`config.mk`:
```
export PLATFORM = sky130hd
export DESIGN_NAME = pc_dump_scheduler
export DESIGN_NICKNAME = d
export VERILOG_FILES = /design/src/rtl/pc_sched_pkg.sv /design/src/rtl/pc_slot_ring.sv /design/src/rtl/pc_dump_scheduler.sv
export SDC_FILE = /design/constraint.sdc
export NUM_CORES = 1
export LEC_CHECK = 0
export BUFFER_PORTS_ARGS = -buffer_cell sky130_fd_sc_hd__buf_2
export CAP_MARGIN = 20
export CELL_PAD_IN_SITES_DETAIL_PLACEMENT = 1
export CELL_PAD_IN_SITES_GLOBAL_PLACEMENT = 1
export CORE_ASPECT_RATIO = 2
export CORE_MARGIN = 2
export CORE_UTILIZATION = 36
export DETAILED_ROUTE_END_ITERATION = 7
export HOLD_SLACK_MARGIN = 0.02
export PLACE_DENSITY = 0.89
export SYNTH_ARGS = -nofsm -noshare
export SYNTH_HDL_FRONTEND = slang
export SYNTH_HIERARCHICAL = 1
export SYNTH_SLANG_ARGS = --single-unit
```
`constraint.sdc`:
```
create_clock -name clk -period 3.35 [get_ports clk]
set_input_delay 0.67 -clock clk [delete_from_list [all_inputs] [get_ports clk]]
set_output_delay 0.67 -clock clk [all_outputs]
set_load 0.02 [all_outputs]
```
`src/rtl/pc_sched_pkg.sv`:
```
// Shared types and constants for the performance-counter dump scheduler.
package pc_sched_pkg;

  typedef enum logic [2:0] {
    IDLE      = 3'd0,
    WAIT_BUS  = 3'd1,
    START     = 3'd2,
    WAIT_DONE = 3'd3,
    ADVANCE   = 3'd4
  } state_t;

  localparam int unsigned SLOT_BYTES_DEF = 384;

  function automatic int unsigned pend_width(input int unsigned max_pending);
    return $clog2(max_pending + 1);
  endfunction

endpackage

```
`src/rtl/pc_slot_ring.sv`:
```
// Wrap-around dump slot index and the registered DDR record address for the next dump.
module pc_slot_ring #(
  parameter int unsigned AXI_ADDR_WIDTH = 64,
  parameter int unsigned SLOT_BYTES     = 384,
  parameter int unsigned SLOT_W         = 8
) (
  input  logic                      clk,
  input  logic                      reset,
  input  logic                      i_load,
  input  logic                      i_advance,
  input  logic [AXI_ADDR_WIDTH-1:0] i_base,
  input  logic [SLOT_W-1:0]         i_num_slots,
  output logic [AXI_ADDR_WIDTH-1:0] o_addr,
  output logic [SLOT_W-1:0]         o_slot_idx
);

  logic [SLOT_W-1:0]         r_slot_idx;
  logic [SLOT_W-1:0]         w_last_slot;
  logic [AXI_ADDR_WIDTH-1:0] r_addr;
  logic [AXI_ADDR_WIDTH-1:0] w_offset;

  // A ring size of 0 behaves as a single slot.
  assign w_last_slot = (i_num_slots == '0) ? '0 : i_num_slots - SLOT_W'(1);
  assign w_offset    = AXI_ADDR_WIDTH'(r_slot_idx) * AXI_ADDR_WIDTH'(SLOT_BYTES);

  always_ff @(posedge clk) begin
    if (reset) begin
      r_slot_idx <= '0;
      r_addr     <= '0;
    end else begin
      if (i_load) begin
        r_addr <= i_base + w_offset;
      end
      // >= so a ring shrunk below the current index wraps on the next advance.
      if (i_advance) begin
        r_slot_idx <= (r_slot_idx >= w_last_slot) ? '0 : r_slot_idx + SLOT_W'(1);
      end
    end
  end

  assign o_addr     = r_addr;
  assign o_slot_idx = r_slot_idx;

endmodule

```
`src/rtl/pc_dump_scheduler.sv`:
```
// Queues counter-dump triggers, waits for a free AXI write channel, starts the dump
// engine with a ring-slot address and tracks completions, drops and timeouts.
module pc_dump_scheduler
  import pc_sched_pkg::*;
#(
  parameter  int unsigned AXI_ADDR_WIDTH = 64,
  parameter  int unsigned SLOT_BYTES     = SLOT_BYTES_DEF,
  parameter  int unsigned SLOT_W         = 8,
  parameter  int unsigned MAX_PENDING    = 7,
  parameter  int unsigned TIMEOUT_CYCLES = 4096,
  parameter  int unsigned CNT_W          = 32,
  localparam int unsigned PEND_W         = pend_width(MAX_PENDING)
) (
  input  logic                      clk,
  input  logic                      reset,
  input  logic                      dump_req,
  input  logic [AXI_ADDR_WIDTH-1:0] cfg_base_addr,
  input  logic [SLOT_W-1:0]         cfg_num_slots,
  input  logic                      axi_wr_busy,
  output logic                      pc_start,
  output logic [AXI_ADDR_WIDTH-1:0] pc_axi_addr,
  input  logic                      pc_done,
  output logic                      pc_freeze,
  output logic                      pc_wr_grant,
  output logic                      sched_busy,
  output logic [PEND_W-1:0]         pending_cnt,
  output logic [CNT_W-1:0]          dump_count,
  output logic [CNT_W-1:0]          drop_count,
  output logic                      timeout_err,
  input  logic                      err_clear,
  output state_t                    dbg_state,
  output logic [SLOT_W-1:0]         dbg_slot_idx
);

  localparam int unsigned TMO_W = $clog2(TIMEOUT_CYCLES + 1);

  // Handshake: dump_req, pc_start and pc_done are single-cycle pulses with no
  // back-pressure; a trigger is either queued or counted as dropped that cycle.
  state_t              r_state, w_next_state;
  logic [PEND_W-1:0]   r_pending;
  logic [TMO_W-1:0]    r_tmo, w_tmo_next;
  logic [CNT_W-1:0]    r_dump_count, r_drop_count;
  logic                r_timeout_err;
  logic                w_deq, w_full, w_drop, w_tmo_hit, w_tmo_set, w_advance;

  assign w_deq      = (r_state == IDLE) && (r_pending != '0);
  assign w_full     = (r_pending == PEND_W'(MAX_PENDING));
  assign w_drop     = dump_req && w_full && !w_deq;
  assign w_tmo_next = r_tmo + TMO_W'(1);
  assign w_tmo_hit  = (r_state == WAIT_DONE) && (w_tmo_next == TMO_W'(TIMEOUT_CYCLES - 1));
  assign w_tmo_set  = w_tmo_hit && !pc_done;
  assign w_advance  = (r_state == ADVANCE);

  always_ff @(posedge clk) begin
    if (reset) r_state <= IDLE;
    else       r_state <= w_next_state;
  end

  always_comb begin
    w_next_state = r_state;
    case (r_state)
      IDLE:      if (r_pending != '0) w_next_state = WAIT_BUS;
      WAIT_BUS:  if (!axi_wr_busy) w_next_state = START;
      START:     w_next_state = WAIT_DONE;
      WAIT_DONE: begin
        if (pc_done)        w_next_state = ADVANCE;
        else if (w_tmo_hit) w_next_state = IDLE;
      end
      ADVANCE:   w_next_state = IDLE;
      default:   w_next_state = IDLE;
    endcase
  end

  always_comb begin
    pc_start    = 1'b0;
    pc_freeze   = 1'b0;
    pc_wr_grant = 1'b0;
    case (r_state)
      WAIT_BUS:  pc_freeze = 1'b1;
      START: begin
        pc_start    = 1'b1;
        pc_freeze   = 1'b1;
        pc_wr_grant = 1'b1;
      end
      WAIT_DONE: begin
        pc_freeze   = 1'b1;
        pc_wr_grant = 1'b1;
      end
      default: ;
    endcase
  end

  always_ff @(posedge clk) begin
    if (reset) begin
      r_pending     <= '0;
      r_tmo         <= '0;
      r_dump_count  <= '0;
      r_drop_count  <= '0;
      r_timeout_err <= 1'b0;
    end else begin
      if (dump_req && !w_deq && !w_full) r_pending <= r_pending + PEND_W'(1);
      else if (w_deq && !dump_req)       r_pending <= r_pending - PEND_W'(1);

      if (r_state == START)          r_tmo <= '0;
      else if (r_state == WAIT_DONE) r_tmo <= w_tmo_next;

      if (w_advance) r_dump_count <= r_dump_count + CNT_W'(1);

      if (err_clear)                      r_drop_count <= '0;
      else if (w_drop && r_drop_count != '1) r_drop_count <= r_drop_count + CNT_W'(1);

      if (err_clear)      r_timeout_err <= 1'b0;
      else if (w_tmo_set) r_timeout_err <= 1'b1;
    end
  end

  pc_slot_ring #(
    .AXI_ADDR_WIDTH (AXI_ADDR_WIDTH),
    .SLOT_BYTES     (SLOT_BYTES),
    .SLOT_W         (SLOT_W)
  ) u_slot_ring (
    .clk         (clk),
    .reset       (reset),
    .i_load      (w_deq),
    .i_advance   (w_advance),
    .i_base      (cfg_base_addr),
    .i_num_slots (cfg_num_slots),
    .o_addr      (pc_axi_addr),
    .o_slot_idx  (dbg_slot_idx)
  );

  assign sched_busy  = (r_state != IDLE) || (r_pending != '0);
  assign pending_cnt = r_pending;
  assign dump_count  = r_dump_count;
  assign drop_count  = r_drop_count;
  assign timeout_err = r_timeout_err;
  assign dbg_state   = r_state;

endmodule

```
==> key figures <==
Worst hold path
  – Worst hold path type: input pin to flip-flop
  – Hold Crit Start: cfg_base_addr[2]

Cells and area
  – Layout Nets: roughly 1.4k
  – Most frequent cells in the layout: buf_2 (223), dfxtp_1 (152), nor2_1 (146)
  – Area growth, synth to finish: 38.5%
  – Share of cells above drive strength 1: 0.343
  – Post-route cell area: 12400 µm²
  – Commonest non-fill, non-tap cell in the layout: buf_2

Clocking
  – H-tree levels: 4
  – Clock Tree Buf Depth: 2
  – CTS Hold Buffers Added: 0
  – Worst skew pair latency: approximately 450 ps
  – Sink Count: 156
  – Clk pin slew, worst setup/hold paths: ~60 ps
  – Num CTS Buffers: 17
  – Root Driver: clkbuf_16
  – CTS tree: done

Power and ir drop
  – Internal: a little over 4 mW
  – Logic pwr share: 0.381
  – Reg power frac: 0.352
  – Leakage: 5.05 nW
  – Power, Total: 6.81 mW
  – VDD IR max: 0.000590 V
  – PD cells: 552 nW/µm²
  – Sw Ratio: 0.408
  – Clock power share: 0.268
  – Switching power: 2.78 mW

Run status
  – Failing checks: setup timing
  – Status: complete, but fails checks

Place
  – Placed cell areas: 10700 µm²
  – Hpwl dp: 23200 µm
  – PortBufs: 224
  – Final GP Congestion: 0.909

Worst setup path
  – CP max stage delay: 380 ps
  – Startpoint types: flip-flop
  – Crit path buffers/inverters: 4
  – Top delay family on crit path: compound AO/OA/AOI/OAI gates
  – Crit-path cells: ha_4 -> inv_4 -> fa_2 -> nor2b_1 -> o21ai_1 -> nand2b_1 -> a21o_1 -> a21o_1 -> a21o_1 -> ha_4 -> a21oi_4 -> nand2_2 -> buf_6 -> o21bai_4 -> buf_6 -> buf_6 -> a211oi_4 -> xnor2_1 -> a211oi_1
  – Crit Path Class: flip-flop to flip-flop
  – Arrival time worst endpoint: just under 4000 ps
  – Crit-path max FO: 7
  – Setup crit start: u_slot_ring/o_slot_idx[1]$_SDFFE_PP0P_
  – Setup crit end kind: flip-flop
  – Crit path max-delay cell type: fa_2
  – RR Startpoint: u_slot_ring/o_slot_idx[1]$_SDFFE_PP0P_
  – Crit path required time: 3660 ps

Drt
  – DR WL met3: 1640 µm
  – Vias: 9479
  – WL met2: 20100 µm
  – Metal-1 WL: 11900 µm
  – 1st-iter DRT viols: approximately 490
  – 1st-pass router iterations: 5
  – WL/cell: about 21 µm
  – Final antenna-violating net count: 0
  – Post-Route WL: 35800 µm
  – DR vias/cell: 5.68
  – Top layer in use: met4
  – DRC viols: 0

Yosys
  – Cell area after synthesis: between 8000 and 9000 µm²
  – Synth top area cells: dfxtp_1 (35%), xnor2_1 (7.6%), nor2_1 (6.3%)
  – Synth top area share: 0.350
  – Mapped Cells: about 1.0k
  – Post-synthesis register bit count: 156
  – Mean Syn Cell Area: 8.56 µm²
  – Synth Net Count: 1154
  – Post-synthesis sequential area ratio: 0.350
  – Ys Warns: 6
  – Main synth FF type: dfxtp_1
  – Cell accounting for the most synthesized area: dfxtp_1
  – Number of synthesized flops with an enable pin: 0
  – Unique masters post-synth: 80
  – Asr flop ratio synth: 0

GRT
  – Number of global-route vias before repair: 10.1k
  – First-pass GRT wire length: 52800 µm
  – Largest net degree at the start of global routing: between 70 and 80
  – GRT Overall Usage: 0.259
  – Gr ovfl total: 0
  – Antenna violations before repair: 1

Flow run
  – Max_cap viols: 0

Floorplanning
  – Die ar.: 26100 µm²
  – Die width: 115 µm
  – Core Box Area: approximately 24000 µm²
  – Die height: ~230 µm
  – Initial cell density of the core: 0.365
  – FP Rows: 81
  – IO Pins: approximately 230

Timing
  – Slew Viols, Final: 0
  – Relative slew slack: 0.376
  – Worst-margin pin slew: 933 ps
  – Final Hold Viols: 0
  – Min Tclk post-route: 3610 ps
  – Final setup viols: 47
  – Final worst setup slack: -261 ps
  – Setup TNS: -8100 ps
  – Max Fclk: 0.277 GHz
  – RSZ-0062 raised after global routing: yes
  – Final clock period utilization by the worst path: 1.08
  – Clk_skew: 13.5 ps
## metrics by stage
| step | utilization | cells | setup slack [ps] | hold WS, ps |
|---|---|---|---|---|
| after floorplan | - | 1042 | -45.8 | 470 |
| after global placement | 0.439 | 1603 | -94.7 | 452 |
| after detailed placement | 0.439 | 1603 | -395 | 468 |
| after CTS | 0.486 | 1654 | -131 | 446 |
| after global routing | 0.506 | 1670 | -360 | 476 |
| final | 0.506 | 1670 | -261 | 479 |
## synth_stat cells (5+ instances only)
| master | number |
|---|---|
| a2111oi_2 | 9 |
| a211oi_1 | 51 |
| a21o_1 | 7 |
| a21oi_1 | 45 |
| and2_1 | 10 |
| and3_1 | 9 |
| and4_1 | 14 |
| buf_2 | 9 |
| clkbuf_1 | 30 |
| dfxtp_1 | 156 |
| ha_1 | 31 |
| inv_1 | 26 |
| mux2i_1 | 20 |
| nand2_1 | 66 |
| nand2b_1 | 12 |
| nand3_1 | 50 |
| nand4_1 | 34 |
| nor2_1 | 149 |
| nor2b_1 | 6 |
| nor3_1 | 19 |
| nor4_1 | 14 |
| nor4_2 | 5 |
| o21ai_0 | 28 |
| o31a_1 | 5 |
| o31ai_1 | 7 |
| or2_2 | 6 |
| or3_1 | 24 |
| or4_1 | 5 |
| xnor2_1 | 77 |
| xor2_1 | 30 |
## cell families (layout without fill, tap and decap cells)
family | Yosys count | in the layout | synth area share
adders and majority gates | 34 | 34 | 0.0502
buffers and inverters | 71 | 365 | 0.0325
other | 0 | 1 | 0
DFF | 156 | 156 | 0.350
muxes | 21 | 21 | 0.0237
AOI/OAI and AO/OA | 196 | 197 | 0.162
xor gates and xnor gates | 107 | 107 | 0.105
and+or+nand+nor | 457 | 457 | 0.276
## worst register-to-register path: stages, from the launching register on
cell and delay, ps:
dfxtp_4 370, ha_4 150, inv_4 40, fa_2 380
nor2b_1 130, o21ai_1 100, nand2b_1 110, a21o_1 140
a21o_1 150, a21o_1 180, ha_4 250, a21oi_4 180
nand2_2 110, buf_6 140, o21bai_4 360, buf_6 200
buf_6 110, a211oi_4 50, xnor2_1 250, a211oi_1 110
## power groups by stage
stage	Clock [mW]	Sequential [mW]	Combinational, mW
2_1_floorplan	0	2.71	1.23
3_3_place_gp	0	2.39	2.24
3_5_place_dp	0	2.40	2.32
4_1_cts	1.86	2.37	2.36
5_1_grt	1.94	2.42	2.74
6_report	1.82	2.39	2.59
## path summary, 6_finish.rpt
path / to / slack, ps / cells after the start
setup / recovery: u_slot_ring/o_addr[46]$_SDFFE_PP0P_ / -260 / 19
hold reg to reg: u_slot_ring/o_addr[47]$_SDFFE_PP0P_ / 480 / 2
setup reg to reg: u_slot_ring/o_addr[46]$_SDFFE_PP0P_ / -260 / 19
hold / removal: u_slot_ring/o_addr[2]$_SDFFE_PP0P_ / 480 / 3
## flip-flops by register name, summed over array words and instances (netlist names)
signal,count
drop_count,32
pending_cnt,3
dbg_state,3
u_slot_ring/o_addr,64
dump_count,32
r_tmo,13
u_slot_ring/o_slot_idx,8
timeout_err,1
## layer usage
layer	global-route usage	up-vias
met5	0	-
met4	0.184	0
met3	0.0497	128
met2	0.490	370
li1	-	4337
met1	0.241	4644
## layout make-up
cell class | count | area (µm²)
diodes | 1 | 2.50
clock buffers | 22 | 474
clock inverters | 10 | 65.1
fillers | 2898 | 12100
inverters | 27 | 105
multi-input cells | 816 | 6200
flip-flops and latches | 156 | 3130
well taps | 332 | 415
repair buffers | 306 | 1950
## what timing repair did
item	4_1_cts	5_1_grt
setup buffers	15	17
gates cloned	4	0
resized for setup	69	70
setup endpoints to repair	47	49
pin swaps	65	44
No activity file was read; power rests on OpenSTA's default activity.
